==> src/rtl/div_pkg.sv <==
// rtl/div_pkg.sv - shared state type and constants for the divide sequencer
package div_pkg;

  typedef enum logic [2:0] {
    IDLE,
    LAUNCH,
    WAIT_BUSY,
    RUN,
    DONE,
    DRAIN
  } div_state_t;

  localparam int DIV_ITER = 32;

  // Divide-by-zero result: quotient is all ones, remainder is the dividend itself.
  localparam logic [63:0] DIV0_Q = '1;

endpackage

==> src/rtl/div_sign_fix.sv <==
// rtl/div_sign_fix.sv - two-lane conditional two's complement negate (abs in, signed fix-up out)
module div_sign_fix #(
  parameter int WIDTH = 32
) (
  input  logic [WIDTH-1:0] i_a,
  input  logic             i_a_neg,
  input  logic [WIDTH-1:0] i_b,
  input  logic             i_b_neg,
  output logic [WIDTH-1:0] o_a,
  output logic [WIDTH-1:0] o_b
);

  // Wraps at WIDTH bits, so the most negative value maps to itself.
  assign o_a = i_a_neg ? -i_a : i_a;
  assign o_b = i_b_neg ? -i_b : i_b;

endmodule

==> src/rtl/div_sequencer.sv <==
// rtl/div_sequencer.sv - EX-stage sequencer for the 32-cycle iterative divider (DIV/DIVU)
module div_sequencer
  import div_pkg::*;
#(
  parameter int WIDTH   = 32,
  parameter int TIMEOUT = 40
) (
  input  logic             clock,
  input  logic             resetn,
  input  logic             req_valid,
  output logic             req_ready,
  input  logic             req_signed,
  input  logic [WIDTH-1:0] req_a,
  input  logic [WIDTH-1:0] req_b,
  input  logic             flush,
  output logic             stall,
  output logic             res_valid,
  output logic [WIDTH-1:0] res_q,
  output logic [WIDTH-1:0] res_r,
  output logic             err,
  output logic [WIDTH-1:0] div_a,
  output logic [WIDTH-1:0] div_b,
  output logic             div_start,
  input  logic             div_busy,
  input  logic [WIDTH-1:0] div_q,
  input  logic [WIDTH-1:0] div_r
);

  localparam int            CW     = $clog2(TIMEOUT + 1);
  localparam logic [CW-1:0] TO_CNT = CW'(TIMEOUT);

  div_state_t       r_state;
  div_state_t       w_next;
  logic [CW-1:0]    r_count;
  logic             r_seen_busy;
  logic             r_sign_q;
  logic             r_sign_r;
  logic [WIDTH-1:0] r_div_a;
  logic [WIDTH-1:0] r_div_b;
  logic [WIDTH-1:0] r_res_q;
  logic [WIDTH-1:0] r_res_r;
  logic [WIDTH-1:0] w_mag_a;
  logic [WIDTH-1:0] w_mag_b;
  logic [WIDTH-1:0] w_fix_q;
  logic [WIDTH-1:0] w_fix_r;
  logic             w_accept;
  logic             w_b_zero;
  logic             w_in_wait;
  logic             w_timeout;
  logic             w_err;

  div_sign_fix #(.WIDTH(WIDTH)) u_operand_fix (
    .i_a     (req_a),
    .i_a_neg (req_signed & req_a[WIDTH-1]),
    .i_b     (req_b),
    .i_b_neg (req_signed & req_b[WIDTH-1]),
    .o_a     (w_mag_a),
    .o_b     (w_mag_b)
  );

  div_sign_fix #(.WIDTH(WIDTH)) u_result_fix (
    .i_a     (div_q),
    .i_a_neg (r_sign_q),
    .i_b     (div_r),
    .i_b_neg (r_sign_r),
    .o_a     (w_fix_q),
    .o_b     (w_fix_r)
  );

  // Gated by resetn so every output reads 0 while reset is held.
  assign req_ready = (r_state == IDLE) & resetn;
  assign w_accept  = req_valid & req_ready & ~flush;
  assign w_b_zero  = (req_b == '0);
  assign w_in_wait = r_state inside {WAIT_BUSY, RUN, DRAIN};
  assign w_timeout = w_in_wait & (r_count >= TO_CNT);

  assign stall     = r_state inside {LAUNCH, WAIT_BUSY, RUN};
  assign div_start = (r_state == LAUNCH);
  assign res_valid = (r_state == DONE) & ~flush;
  assign err       = w_err;
  assign div_a     = r_div_a;
  assign div_b     = r_div_b;
  assign res_q     = r_res_q;
  assign res_r     = r_res_r;

  always_comb begin
    w_next = r_state;
    w_err  = 1'b0;
    case (r_state)
      IDLE:      if (w_accept) w_next = w_b_zero ? DONE : LAUNCH;
      LAUNCH:    w_next = flush ? DRAIN : WAIT_BUSY;
      WAIT_BUSY: begin
        if (w_timeout) begin
          w_next = IDLE;
          w_err  = 1'b1;
        end else if (flush) w_next = DRAIN;
        else if (div_busy)  w_next = RUN;
      end
      RUN: begin
        if (w_timeout) begin
          w_next = IDLE;
          w_err  = 1'b1;
        end else if (flush) w_next = DRAIN;
        else if (!div_busy) w_next = DONE;
      end
      DONE:      w_next = IDLE;
      DRAIN: begin
        // The cancelled op still owns the divider until its busy window closes.
        if (w_timeout) begin
          w_next = IDLE;
          w_err  = 1'b1;
        end else if (r_seen_busy && !div_busy) w_next = IDLE;
      end
      default:   w_next = IDLE;
    endcase
  end

  always_ff @(posedge clock or negedge resetn) begin
    if (!resetn) begin
      r_state     <= IDLE;
      r_count     <= '0;
      r_seen_busy <= 1'b0;
      r_sign_q    <= 1'b0;
      r_sign_r    <= 1'b0;
      r_div_a     <= '0;
      r_div_b     <= '0;
      r_res_q     <= '0;
      r_res_r     <= '0;
    end else begin
      r_state <= w_next;

      if (r_state == IDLE) begin
        r_count     <= '0;
        r_seen_busy <= 1'b0;
      end else if (r_state != DONE && !w_timeout) begin
        r_count <= r_count + CW'(1);
      end

      if (w_in_wait && div_busy) r_seen_busy <= 1'b1;

      if (w_accept) begin
        r_sign_q <= req_signed & (req_a[WIDTH-1] ^ req_b[WIDTH-1]);
        r_sign_r <= req_signed & req_a[WIDTH-1];
        if (w_b_zero) begin
          r_res_q <= DIV0_Q[WIDTH-1:0];
          r_res_r <= req_a;
        end else begin
          r_div_a <= w_mag_a;
          r_div_b <= w_mag_b;
        end
      end

      if (r_state == RUN && w_next == DONE) begin
        r_res_q <= w_fix_q;
        r_res_r <= w_fix_r;
      end
    end
  end

endmodule

==> config.mk <==
export PLATFORM = sky130hd
export DESIGN_NAME = div_sequencer
export DESIGN_NICKNAME = d
export VERILOG_FILES = /design/src/rtl/div_pkg.sv /design/src/rtl/div_sign_fix.sv /design/src/rtl/div_sequencer.sv
export SDC_FILE = /design/constraint.sdc
export NUM_CORES = 1
export LEC_CHECK = 0
export ABC_AREA = 1
export BUFFER_PORTS_ARGS = -buffer_cell sky130_fd_sc_hd__buf_2
export CAP_MARGIN = 40
export CORE_UTILIZATION = 40
export CTS_CLUSTER_SIZE = 25
export DETAILED_ROUTE_END_ITERATION = 8
export GPL_TIMING_DRIVEN = 0
export PLACE_DENSITY = 0.75
export SYNTH_ARGS = -nofsm -noshare
export SYNTH_HDL_FRONTEND = slang
export SYNTH_SLANG_ARGS = --single-unit
==> constraint.sdc <==
create_clock -name clock -period 5.21 [get_ports clock]
set_input_delay 1.042 -clock clock [delete_from_list [all_inputs] [get_ports clock]]
set_output_delay 1.042 -clock clock [all_outputs]
set_load 0.01 [all_outputs]
==> summary by stage, run 1 <==
Timing
The clock arrives with 0.0103 ns of skew. The total count of max-transition violations in the final report is 0. The pin slew with the least headroom to its limit is 0.673 ns. The post-route minimum period is 3.39 ns. Setup repair after global routing left no endpoint under its margin.

The total count of hold-check failures in the final report is 0. The final worst slack is 1.82 ns. The tightest hold path in the finished design has a slack of 0.475 ns.

The worst pin sits at a relative slew slack of between 50% and 60%. The final critical path takes up 65.1% of the cycle. The setup-violating endpoint count in the final report is 0.

The maximum operating frequency is 295 MHz.

Drt
The top layer used by detailed routing is met5. In the routed design, unresolved DRC markers number 0. The overall routed net length is roughly 33 mm.

The total via count after detailed routing is around 11000. The routed metal-1 wirelength is approximately 14 mm. The routed design uses 2.55 mm of met3 wire. The number of optimization iterations in the first detailed-route pass is 5. The detail route stage leaves a number of antenna-violating nets equal to 0.

In the final routed layout, each cell accounts on average for 15.1 um. The met2 layer wire length in the routed design is 14.9 mm. After the first detailed-routing iteration, the DRC count stood at 679. Using the TritonRoute via totals, the vias-per-cell ratio works out to between 4 and 5.

Power
Across the VDD grid, the largest voltage drop is 200 uV. The power density normalized to cell area is 428 mW/mm^2. The cell leakage power is just under 0.007 uW. The total power is 5230 uW.

Clocking
Clock-pin slew was measured on the worst setup and hold paths at 0.06 ns. The hold buffer count at cts is 0. The number of buffers created by CTS is 17. The number of setup buffers added after CTS is 0. The maximum root-to-sink buffer count is 2.

The clock latency reported for the late side of the worst-skew pair is 0.42 ns. The root buffer cell is sky130_fd_sc_hd__clkbuf_16. The number of gates resized after cts is 0.

The H-tree depth reported by CTS is 4. The tree built by TritonCTS fans out to 140 sinks. The TritonCTS clock tree is yes.

Critical path
The worst register-to-register path ends at res_q[29]$_DFFE_PN0P_. The kind of cell with the highest combined delay along the critical path is buffers and inverters. The number of cells on the critical path is 5. The register-to-register setup slack is 2.75 ns. The launching instance or port of the critical path is resetn. Of all nets on the critical path, the largest fanout is 94. The critical path buffer and inverter count is 4. By startpoint and endpoint, the worst setup path is classified as in2out. The largest stage delay on the critical path is 0.39 ns. STA puts the critical path data arrival time at 2.35 ns. The slowest stage of the critical path belongs to the cell sky130_fd_sc_hd__buf_16. The kind of launch point of the worst setup path is a primary input.

For the worst setup path, the data required time is 4.17 ns. The signal on the critical path passes through buf_6 > buf_16 > inv_1 > nor2_2 > buf_2. The capturing element of the worst setup path is req_ready. The endpoint class of the critical path is an output port. Measured in cells, the most critical reg-to-reg path has a length of 11.

The worst register-to-register path begins at r_state[0]$_DFF_PN0_.

Placement
The HPWL after detailed placement is roughly 26 mm. The cell count after placement is 2140. The total of buffers placed on input and output ports is 266. The worst slack at placement is 1.36 ns. The congestion estimate from routability-driven global placement came to 0.960.

Synth
The netlist area before placement is 0.00977 sq mm. The post-synthesis adder-cell area fraction is 0.768%. sky130_fd_sc_hd__dfrtp_1 takes more of the synthesized area than any other cell. The synthesized net count is 1694. The count of mapped cells out of synthesis is 1554. The synthesized netlist devotes 6.99% of its cell area to XOR and XNOR gates.

The multiplexer share of the synthesized area is 0%. The dominant combinational cell family by area after synthesis is simple AND/OR/NAND/NOR gates. Summing the areas of all compound-gate instances in the mapped netlist gives 6.82% of the synthesized area. The fraction of post-synthesis cell area in the top cell type by area is between 30 and 40%. The average size of a mapped cell is 6.29 sq um.

Of all flip-flops after synthesis, the portion carrying an async set or reset was 100%. Sequential elements use 35.8% of the synthesized area. The synthesized netlist devotes 39.1% of its cell area to simple gates.

For this run, the number of Yosys warnings is 0. Sorting the synthesized cells by how often they occur yields sky130_fd_sc_hd__nand2_1 (594), sky130_fd_sc_hd__inv_1 (213), sky130_fd_sc_hd__nor2_1 (177). After synthesis, the cell types taking the most area are sky130_fd_sc_hd__dfrtp_1 (36%), sky130_fd_sc_hd__nand2_1 (23%), sky130_fd_sc_hd__inv_1 (8.2%), sky130_fd_sc_hd__nor2_1 (6.8%), sky130_fd_sc_hd__nand3_1 (5.6%). In this run, distinct cell masters in the synthesized netlist total 38. The library cell with the highest instance count after synthesis is sky130_fd_sc_hd__nand2_1. Among all flip-flop cells after synthesis, the most frequent one is sky130_fd_sc_hd__dfrtp_1. The synthesis-stage register bit count is 140. The synthesized design contains 0 enable-type register cells.

Global route
The number of global-route vias before repair is 10000. The largest net degree at the start of global routing is 95. Global routing finished with a remaining overflow of 0. Global routing used 26.9% of the available tracks.

The initial antenna violation count was 4. The wire length of the first global-routing pass is 51.5 mm.

Finish
The share of cells above drive strength 1 is between 10% and 20%. The area taken by multi-input logic gates is 0.00525 sq mm. The growth of design area from synthesis to finish is 24.9%. Across the whole layout, storage elements account for around 0.0035 sq mm. The number of nets in the finished design is 1980. The number of filler cells placed in the layout is 2505. The final core utilization is 51.5%.

The final cell count without fillers is 2176.

Die
The number of rows in the core area is 56. The die covers 0.0251 sq mm. Once the floorplan was initialized, standard cells occupied 41.3% of the core. The total area inside the core boundary comes to around 0.024 sq mm. The top-level port count is approximately 270. From left edge to right edge, the die measures 158 um. Measured along the y axis, the die boundary spans around 160 um.

Hold path
The class of the tightest hold or removal check is reg2reg.

Flow run
The max capacitance violation total is 0.

Status
The flow ran to the end, and the final reports show no timing, DRC or antenna violations.
==> cells in the final DEF (no fill, tap or decap), types with 5 or more instances in the layout <==
cell type                   netlist  routed
sky130_fd_sc_hd__nor3_1          14      14
sky130_fd_sc_hd__nand2_1        594     594
sky130_fd_sc_hd__xnor2_1         16      16
sky130_fd_sc_hd__nand3b_1         6       6
sky130_fd_sc_hd__a21oi_1         10      10
sky130_fd_sc_hd__clkbuf_1        28      29
sky130_fd_sc_hd__nor2_2           7       7
sky130_fd_sc_hd__ha_1             6       6
sky130_fd_sc_hd__inv_1          213     213
sky130_fd_sc_hd__o21ai_1          6       6
sky130_fd_sc_hd__xor2_1          62      62
sky130_fd_sc_hd__dfrtp_1        140     140
sky130_fd_sc_hd__buf_2           12     277
sky130_fd_sc_hd__clkbuf_16        0      17
sky130_fd_sc_hd__o21ai_0         93      93
sky130_fd_sc_hd__a31oi_1          5       5
sky130_fd_sc_hd__bufinv_16        0       5
sky130_fd_sc_hd__nor2_1         177     177
sky130_fd_sc_hd__nand4_1         20      20
sky130_fd_sc_hd__nand3_1        109     109
==> worst register-to-register path: stages (launching register included) <==
cell                      delay (ns)
sky130_fd_sc_hd__dfrtp_1        0.44
sky130_fd_sc_hd__nor2_2         0.18
sky130_fd_sc_hd__nand2_1        0.12
sky130_fd_sc_hd__nor2_2         0.15
sky130_fd_sc_hd__nand2_2        0.18
sky130_fd_sc_hd__nor3_1         0.26
sky130_fd_sc_hd__nor2_1         0.13
sky130_fd_sc_hd__nor2_4         0.35
sky130_fd_sc_hd__buf_2          0.32
sky130_fd_sc_hd__nand2_1        0.12
sky130_fd_sc_hd__nand2_1        0.07
sky130_fd_sc_hd__inv_1          0.04
==> state kept, by name (all words and copies together) (netlist names) <==
name         cells
r_sign_q         1
div_a           32
r_count          6
div_b           32
res_r           32
r_sign_r         1
r_seen_busy      1
r_state          3
res_q           32
==> cell type report <==
class                   count  share of cell area, %
diodes                      4                 0.0820
plain buffers              44                   1.63
clock buffers              19                   3.63
clock inverters            13                   1.74
inverters                 219                   6.74
multi-input cells        1151                   43.0
flip-flops and latches    140                   28.7
well taps                 319                   3.27
repair buffers            267                   11.2
==> how the worst min path moves through the flow <==
stage,depth (start not counted),from,endpoint
floorplan,1,r_seen_busy$_DFFE_PN0P_,r_seen_busy$_DFFE_PN0P_
finish,2,div_b[24]$_DFFE_PN0P_,div_b[24]$_DFFE_PN0P_
CTS,2,div_b[25]$_DFFE_PN0P_,div_b[25]$_DFFE_PN0P_
global placement,2,div_b[25]$_DFFE_PN0P_,div_b[25]$_DFFE_PN0P_
detailed placement,2,div_b[25]$_DFFE_PN0P_,div_b[25]$_DFFE_PN0P_
global route,2,div_a[16]$_DFFE_PN0P_,div_a[16]$_DFFE_PN0P_
==> where the power goes <==
| group | total [uW] | leakage, uW | internal (uW) | switching, uW |
|---|---|---|---|---|
| Clock | 1370 | 0.000310 | 867 | 504 |
| Sequential | 1670 | 0.00168 | 1470 | 210 |
| Combinational | 2180 | 0.00475 | 791 | 1390 |
| Total | 5230 | 0.00674 | 3120 | 2100 |
==> kinds of logic (layout without fill, tap and decap cells) <==
| family | count (synthesis) | after routing |
|---|---|---|
| AND/OR/NAND/NOR | 942 | 942 |
| buffers and inverters | 263 | 562 |
| flip-flops | 140 | 140 |
| AO/OA/AOI/OAI | 125 | 125 |
| XOR/XNOR | 78 | 78 |
| adder cells (fa/ha/maj) | 6 | 6 |
| other | 0 | 4 |
==> layer usage <==
metal | track usage, % | vias up
met4 | 11.2 | 4
met1 | 34.4 | 4783
li1 | - | 5354
met2 | 44.2 | 376
met3 | 5.36 | 65
met5 | 0 | -
==> metrics by stage <==
step	TNS, ns	area (sq um)
detailed placement	0	11500
global route	0	12200
global placement	-11.72	11500
floorplan	0	9770
CTS	0	12200
finish	0	12200
(Power assumes the default switching activity.)
==> run 2: changes to the inputs <==
--- a/config.mk
+++ b/config.mk
@@ -12,7 +12,7 @@
 export CTS_CLUSTER_SIZE = 25
 export DETAILED_ROUTE_END_ITERATION = 8
 export GPL_TIMING_DRIVEN = 0
-export PLACE_DENSITY = 0.75
+export PLACE_DENSITY = 0.77
 export SYNTH_ARGS = -nofsm -noshare
 export SYNTH_HDL_FRONTEND = slang
 export SYNTH_SLANG_ARGS = --single-unit
==> constraint.sdc (replaced) <==
create_clock -name clock -period 2.9 [get_ports clock]
set_input_delay 0.58 -clock clock [delete_from_list [all_inputs] [get_ports clock]]
set_output_delay 0.58 -clock clock [all_outputs]
set_load 0.01 [all_outputs]
==> run 2 against run 1 <==
  * Sequential power increased by 80%
  * Flip-flop and latch count unchanged
  * Setup slack got worse by 1.6 ns
  * Non-clock buffer count increased by 1
  * Wire length increased by 1.4%
  * Total power increased by 74%
  * First-iteration DRC count decreased by 1.3%
  * Count of clock-buffer cells in the layout unchanged
  * Die area unchanged
  * Clock skew about the same
  * Critical path type is now in2reg
  * Sequential share of layout area increased by 0.15 points
  * Via count increased by 0.65%
==> summary by stage, run 2 (synthesized netlist as in run 1, its figures left out) <==
Clocking
The hold buffer count at cts is 0 (unchanged). The clock-pin slew of the registers on the worst-case setup and hold paths is 0.07 ns (was 0.06 ns). The number of clock sinks is 140 (unchanged).

The number of gates resized after cts came to 0 (unchanged). The H-tree depth reported by CTS is 4 (unchanged). The TritonCTS clock tree is yes (unchanged). The clock latency reported for the late side of the worst-skew pair is 0.43 ns (was 0.42 ns). The number of setup buffers added after CTS was 0 (unchanged). The root buffer cell was sky130_fd_sc_hd__clkbuf_16 (unchanged). The number of buffers created by CTS is 17 (unchanged). The maximum root-to-sink buffer count came to 2 (unchanged).

Critical path
The kind of launch point of the worst setup path is a primary input (unchanged). The required time of the worst setup path is 3.22 ns (was 4.17 ns). The type of the worst setup path is in2reg (was in2out). Ordered list of cells on the worst path: buf_6 > buf_16 > inv_1 > nor2_2 > nand2_2 > nor3_1 > nor2_1 > nor2_4 > buf_2 > nand2_1 > nand2_1 > inv_1 (was buf_6 > buf_16 > inv_1 > nor2_2 > buf_2).

The top fanout value on the critical path is 48 (was 94). The arrival time at the worst endpoint is 2.99 ns (was 2.35 ns). The endpoint class of the critical path is a flop (was output port). The largest stage delay on the critical path came to 0.37 ns (was 0.39 ns). The critical path buffer and inverter count is 5 (was 4). The critical-path cell with the highest stage delay is sky130_fd_sc_hd__buf_6 (was sky130_fd_sc_hd__buf_16). The family with the most delay on the worst path is simple AND/OR/NAND/NOR gates (was buffers and inverters).

Power
The fraction of power consumed by combinational cells is 43.3% (was 41.7%). The internal power is 5260 uW (was 3120 uW). The maximum VDD drop is 295 uV (was 200 uV).

The switching power of the nets is 3810 uW (was 2100 uW). The switching fraction of total power is 42.0% (was 40.2%). The share of total power in the clock network is 23.5% (was 26.2%). The power density normalized to cell area is 747 mW/mm^2 (was 428 mW/mm^2). The power share of the sequential group came to 33.2% (was 32.0%). The cell leakage power came to 0.00671 uW (was 0.00674 uW).

Global route
The largest net degree at the start of global routing is 49 (was 95). The number of global-route vias before repair is 10100 (was 10000). The fraction of met2 tracks used by global routing was 44.5% (was 44.2%). The overall global routing resource usage is 27.0% (was 26.9%). The global-route congestion overflow total is 0 (unchanged). The most congested layer reported by global routing is met2 (unchanged). The initial antenna violation count is 5 (was 4). The met3 usage in global routing came to 5.20% (was 5.36%). The global routing met1 resource utilization is 33.9% (was 34.4%). The wire length of the first global-routing pass is 51.4 mm (was 51.5 mm).

Timing
Counting I/O delays and the setup requirement, the final critical path takes 2.67 ns. The pin slew with the least headroom to its limit came to 0.653 ns (was 0.673 ns). The setup TNS after final layout is 0 ns (unchanged).

The worst clock skew is 0.00981 ns (was 0.0103 ns). The setup-violating endpoint count in the final report is 0 (unchanged). The total count of max-transition violations in the final report was 0 (unchanged).

The maximum operating frequency is ~370 MHz. Of the available clock period, the critical path in the final layout requires between 90% and 100%. The relative max-transition margin is 56.5% (was 55.1%). The total count of hold-check failures in the final report is 0 (unchanged). RSZ-0062 raised after global routing: no (unchanged).

Placement
The final RePlAce weighted congestion is 0.952 (was 0.960). The detailed placement HPWL is 26.7 mm (was 26.4 mm). The total of buffers placed on input and output ports was 266 (unchanged).

The cell count after placement is 2140 (unchanged).

Finish
The number of nets in the finished design is 1981 (was 1980). The most frequent standard cell in the layout excluding fill and tap cells is sky130_fd_sc_hd__nand2_1 (unchanged). The final cell count without fillers is 2177 (was 2176).

The growth of design area from synthesis to finish is 24.2% (was 24.9%). Leading cell types in the layout, fill and taps excluded: sky130_fd_sc_hd__nand2_1 (594), sky130_fd_sc_hd__buf_2 (277), sky130_fd_sc_hd__inv_1 (213), sky130_fd_sc_hd__nor2_1 (177), sky130_fd_sc_hd__dfrtp_1 (140) (unchanged). The share of cells above drive strength 1 came to 18.0% (was 17.9%).

Die
The horizontal die dimension is 158 um (unchanged). The vertical die dimension is 158 um (unchanged). The top-level port count came to 267 (unchanged). The number of rows in the core area was 56 (unchanged).

The starting utilization of the core area is 41.3% (unchanged). The area of the core is 0.0237 sq mm (unchanged). The area enclosed by the die boundary was 0.0251 sq mm (unchanged).

Drt
The overall routed net length is 33.3 mm (was 32.8 mm). The violation count after the first detailed-routing iteration is 670 (was 679). The via density per instance is 4.89 (was 4.86). The post-detailed-route DRC marker count is 0 (unchanged). The number of nets with antenna violations after routing is 0 (unchanged). The wire length per cell after detailed routing came to 15.3 um (was 15.1 um).

The number of optimization iterations in the first detailed-route pass is 7 (was 5). The total via count after detailed routing came to 10700 (was 10600).

Status
Status: finished clean (unchanged).

Flow run
The max capacitance violation total is 0 (unchanged).

Hold path
The class of the tightest hold or removal check is in2async (was reg2reg).
## run 2: cell count changes in the layout (fill, tap and decap cells not counted)
cell,previous run,this run
sky130_fd_sc_hd__clkinv_2,1,3
sky130_fd_sc_hd__bufinv_16,5,1
sky130_fd_sc_hd__clkinvlp_4,3,5
sky130_fd_sc_hd__bufbuf_16,0,1
## run 2: routing by layer
layer,part of all wire (%),wire (um),vias to the layer above
li1,-,-,5353
met1,42,14100,4843
met2,46,15300,380
met3,8.0,2650,73
met4,3.7,1240,2
met5,0.039,13,-
## run 2: layout make-up
cell class	instances	area [sq um]
clock inverters	13	118
flip-flops and latches	140	3500
fillers	2513	11500
plain buffers	44	199
repair buffers	268	1400
multi-input cells	1151	5250
well taps	319	399
clock buffers	19	443
diodes	4	10.0
inverters	219	822
## run 2: worst paths after layout
| path | start | end | slack, ns | cells past startpoint |
|---|---|---|---|---|
| worst max-delay path | resetn | res_r[1]$_DFFE_PN0P_ | 0.23 | 12 |
| worst min-delay path | resetn | res_q[13]$_DFFE_PN0P_ | 0.08 | 1 |
| worst max register to register | r_state[0]$_DFF_PN0_ | res_r[1]$_DFFE_PN0P_ | 0.49 | 11 |
| worst min register to register | res_r[27]$_DFFE_PN0P_ | res_r[27]$_DFFE_PN0P_ | 0.48 | 2 |
| max in group asynchronous | resetn | div_b[20]$_DFFE_PN0P_ | 2.02 | 2 |
| min in group clock | div_r[0] | res_r[0]$_DFFE_PN0P_ | 0.41 | 3 |
## run 2: through the flow
step | util [%] | setup WS, ns | area, sq um | hold slack (ns) | power [uW]
after floorplan | - | 0.752 | 9770 | 0.284 | 5360
after global placement | 48.6 | -2.09 | 11500 | 0.458 | 6860
after detailed placement | 48.7 | -0.457 | 11500 | 0.460 | 6960
after CTS | 51.2 | 0.168 | 12100 | 0.0903 | 9110
after global routing | 51.3 | 0.00130 | 12100 | 0.0996 | 9780
final | 51.3 | 0.228 | 12100 | 0.0754 | 9070
## run 2: worst register-to-register path: cells and delay by family (launching register included)
kind | cells | cell delay (ns)
DFF | 1 | 0.43
and+or+nand+nor | 9 | 1.52
buffers and inverters | 2 | 0.37
## run 2: power by group through the flow
stage	clock network, uW	registers, uW	logic [uW]
2_1_floorplan	0	3320	2040
3_3_place_gp	0	3010	3860
3_5_place_dp	0	3030	3920
4_1_cts	2150	3010	3950
5_1_grt	2240	3100	4440
6_report	2130	3010	3930
==> run 3: changes to the inputs <==
--- a/config.mk
+++ b/config.mk
@@ -6,7 +6,7 @@
 export NUM_CORES = 1
 export LEC_CHECK = 0
 export ABC_AREA = 1
-export BUFFER_PORTS_ARGS = -buffer_cell sky130_fd_sc_hd__buf_2
+export BUFFER_PORTS_ARGS = -buffer_cell sky130_fd_sc_hd__buf_4
 export CAP_MARGIN = 40
 export CORE_UTILIZATION = 40
 export CTS_CLUSTER_SIZE = 25
==> run 3 against run 2 <==
  * Critical path depth stayed put
  * Sequential share of layout area shrank 1.5 points
  * Fmax grew 0.62%
  * Final area up 5.6%
  * Highest routed layer is now met4
==> summary by stage, run 3 (synthesized netlist as in run 1, its figures left out) <==
Drt
The post-detailed-route DRC marker count is 0 (unchanged). The wire length per cell after detailed routing is 15.4 um (was 15.3 um). The violation count after the first detailed-routing iteration is 601 (was 670). The total via count after detailed routing is 10600 (was 10700). The overall routed net length was 33.4 mm (was 33.3 mm). The number of optimization iterations in the first detailed-route pass was 6 (was 7). The via density per instance is 4.90 (was 4.89).

The number of nets with antenna violations after routing came to 0 (unchanged).

Clocking
The maximum root-to-sink buffer count is 2 (unchanged). The root buffer cell is sky130_fd_sc_hd__clkbuf_16 (unchanged). The TritonCTS clock tree is yes (unchanged). The clock-pin slew of the registers on the worst-case setup and hold paths is 0.06 ns (was 0.07 ns). The number of buffers created by CTS is 17 (unchanged). The number of clock sinks is 140 (unchanged). The clock latency reported for the late side of the worst-skew pair was 0.43 ns (about the same).

The H-tree depth reported by CTS was 4 (unchanged).

Finish
Leading cell types in the layout, fill and taps excluded: sky130_fd_sc_hd__nand2_1 (594), sky130_fd_sc_hd__buf_4 (266), sky130_fd_sc_hd__inv_1 (213), sky130_fd_sc_hd__nor2_1 (177), sky130_fd_sc_hd__dfrtp_1 (140) (was sky130_fd_sc_hd__nand2_1 (594), sky130_fd_sc_hd__buf_2 (277), sky130_fd_sc_hd__inv_1 (213), sky130_fd_sc_hd__nor2_1 (177), sky130_fd_sc_hd__dfrtp_1 (140)). The number of nets in the finished design came to 1981 (unchanged). The final cell count without fillers is 2171 (was 2177). The share of cells above drive strength 1 is 17.9% (was 18.0%). The growth of design area from synthesis to finish is 31.2% (was 24.2%).

The most frequent standard cell in the layout excluding fill and tap cells is sky130_fd_sc_hd__nand2_1 (unchanged). The antenna diode instance count is 0 (was 4). The final design area excluding fillers was 0.0128 sq mm (was 0.0121 sq mm).

Status
Status: finished clean (unchanged).

Placement
The final RePlAce weighted congestion is 0.949 (was 0.952). The detailed placement HPWL is 26.9 mm (was 26.7 mm). The cell count after placement is 2140 (unchanged).

The placed instance area came to 0.0122 sq mm (was 0.0115 sq mm). The total of buffers placed on input and output ports came to 266 (unchanged).

Power
The switching power of the nets is 3790 uW (was 3810 uW). The cell leakage power is 0.00694 uW (was 0.00671 uW). The power share of the sequential group is 31.7% (was 33.2%). The fraction of power consumed by combinational cells is 45.0% (was 43.3%). The power density normalized to cell area is 750 mW/mm^2 (was 747 mW/mm^2). The internal power is 5820 uW (was 5260 uW). The maximum VDD drop is 326 uV (was 295 uV). The switching fraction of total power is 39.4% (was 42.0%). The share of total power in the clock network was 23.3% (was 23.5%).

Timing
The total count of hold-check failures in the final report is 0 (unchanged). The ratio of final minimum period to clock period came to 91.6% (was 92.1%). The setup-violating endpoint count in the final report came to 0 (unchanged). The pin slew with the least headroom to its limit is 0.617 ns (was 0.653 ns). The maximum operating frequency was 377 MHz (was 374 MHz). RSZ-0062 raised after global routing: no (unchanged). The setup TNS after final layout is 0 ns (unchanged). The post-route minimum period was 2.66 ns (was 2.67 ns). The total count of max-transition violations in the final report was 0 (unchanged).

The worst clock skew is 0.0131 ns (was 0.00981 ns). The relative max-transition margin is 58.9% (was 56.5%).

Global route
The wire length of the first global-routing pass is 51.5 mm (was 51.4 mm). The largest net degree at the start of global routing is 50 (was 49). The initial antenna violation count is 0 (was 5). The overall global routing resource usage is 27.0% (about the same). The global-route congestion overflow total was 0 (unchanged). The number of global-route vias before repair came to 10100 (about the same).

Die
The starting utilization of the core area is 41.3% (unchanged). The top-level port count is 267 (unchanged). The area enclosed by the die boundary came to 0.0251 sq mm (unchanged).

The number of rows in the core area is 56 (unchanged). The area of the core was 0.0237 sq mm (unchanged). The vertical die dimension is 158 um (unchanged). The horizontal die dimension is 158 um (unchanged).

Critical path
The endpoint class of the critical path is a flop (unchanged). The type of the worst setup path is in2reg (unchanged). The arrival time at the worst endpoint came to 2.98 ns (was 2.99 ns). The kind of launch point of the worst setup path is a primary input (unchanged). The top fanout value on the critical path came to 49 (was 48). The required time of the worst setup path came to 3.22 ns (about the same).

Flow run
The max capacitance violation total is 0 (unchanged).

Hold path
The class of the tightest hold or removal check is in2async (unchanged).
-- run 3: cell count changes in the layout (fill, tap and decap cells not counted) --
cell	delta
sky130_fd_sc_hd__buf_4	+265
sky130_fd_sc_hd__clkinvlp_4	-2
sky130_fd_sc_hd__clkinv_4	-1
sky130_fd_sc_hd__buf_8	+1
sky130_fd_sc_hd__bufinv_16	+2
sky130_fd_sc_hd__buf_6	-1
sky130_fd_sc_hd__inv_6	-1
sky130_fd_sc_hd__buf_2	-265
sky130_fd_sc_hd__diode_2	-4
-- run 3: timing repair --
action | in CTS | in global routing
setup buffers | 0 | 0
hold buffers | 0 | 0
gates cloned | 1 | 0
gates resized for setup | 0 | 2
setup endpoints to repair | 13 | 10
-- run 3: cell type report --
| class | instances | area (sq um) |
|---|---|---|
| Clock inverter | 11 | 145 |
| Tap cell | 319 | 399 |
| Buffer | 44 | 199 |
| Clock buffer | 19 | 443 |
| Inverter | 219 | 822 |
| Sequential cell | 140 | 3500 |
| Timing Repair Buffer | 268 | 2060 |
| Multi-Input combinational cell | 1151 | 5250 |
| Fill cell | 2403 | 10900 |
-- run 3: critical path, stage by stage --
cell and delay, ns:
sky130_fd_sc_hd__buf_8 0.31, sky130_fd_sc_hd__buf_16 0.28, sky130_fd_sc_hd__inv_1 0.09, sky130_fd_sc_hd__nor2_2 0.14, sky130_fd_sc_hd__nand2_2 0.16, sky130_fd_sc_hd__nor3_1 0.26
sky130_fd_sc_hd__nor2_1 0.13, sky130_fd_sc_hd__nor2_4 0.39, sky130_fd_sc_hd__buf_2 0.33, sky130_fd_sc_hd__nand2_1 0.12, sky130_fd_sc_hd__nand2_1 0.09, sky130_fd_sc_hd__inv_1 0.04
-- run 3: per-layer routing --
layer  global-route usage [%]  vias to the layer above  routed length (um)
met5                        0                        -                   0
met4                     11.7                        0                1240
met3                     5.72                       71                2730
met2                     44.2                      400               15300
met1                     34.3                     4815               14100
li1                         -                     5347                   -
-- run 3: final timing paths --
| path | endpoint | startpoint | slack (ns) | cells after the start |
|---|---|---|---|---|
| max in group asynchronous | div_a[18]$_DFFE_PN0P_ | resetn | 2.09 | 2 |
| max | res_q[22]$_DFFE_PN0P_ | resetn | 0.24 | 12 |
| min | res_q[15]$_DFFE_PN0P_ | resetn | 0.05 | 1 |
| max reg2reg | res_q[22]$_DFFE_PN0P_ | r_state[0]$_DFF_PN0_ | 0.43 | 11 |
| min reg2reg | div_a[25]$_DFFE_PN0P_ | div_a[25]$_DFFE_PN0P_ | 0.48 | 2 |
| min in group clock | r_seen_busy$_DFFE_PN0P_ | div_busy | 0.41 | 2 |
-- run 3: power by group through the flow --
stage	clock network, uW	logic [uW]	registers, uW
finish	2240	4320	3050
floorplan	0	2040	3320
detailed placement	0	4320	3080
CTS	2270	4340	3050
global placement	0	4250	3060
global route	2340	4830	3130
-- run 3: stage by stage --
stage	total power (uW)	setup slack [ns]	hold slack (ns)	util (%)
6_report	9610	0.245	0.0497	54.2
5_1_grt	10300	0.0226	0.0753	54.2
3_5_place_dp	7390	-0.505	0.471	51.5
3_3_place_gp	7300	-1.04	0.466	51.4
2_1_floorplan	5360	0.752	0.284	-
4_1_cts	9660	0.118	0.100	54.1
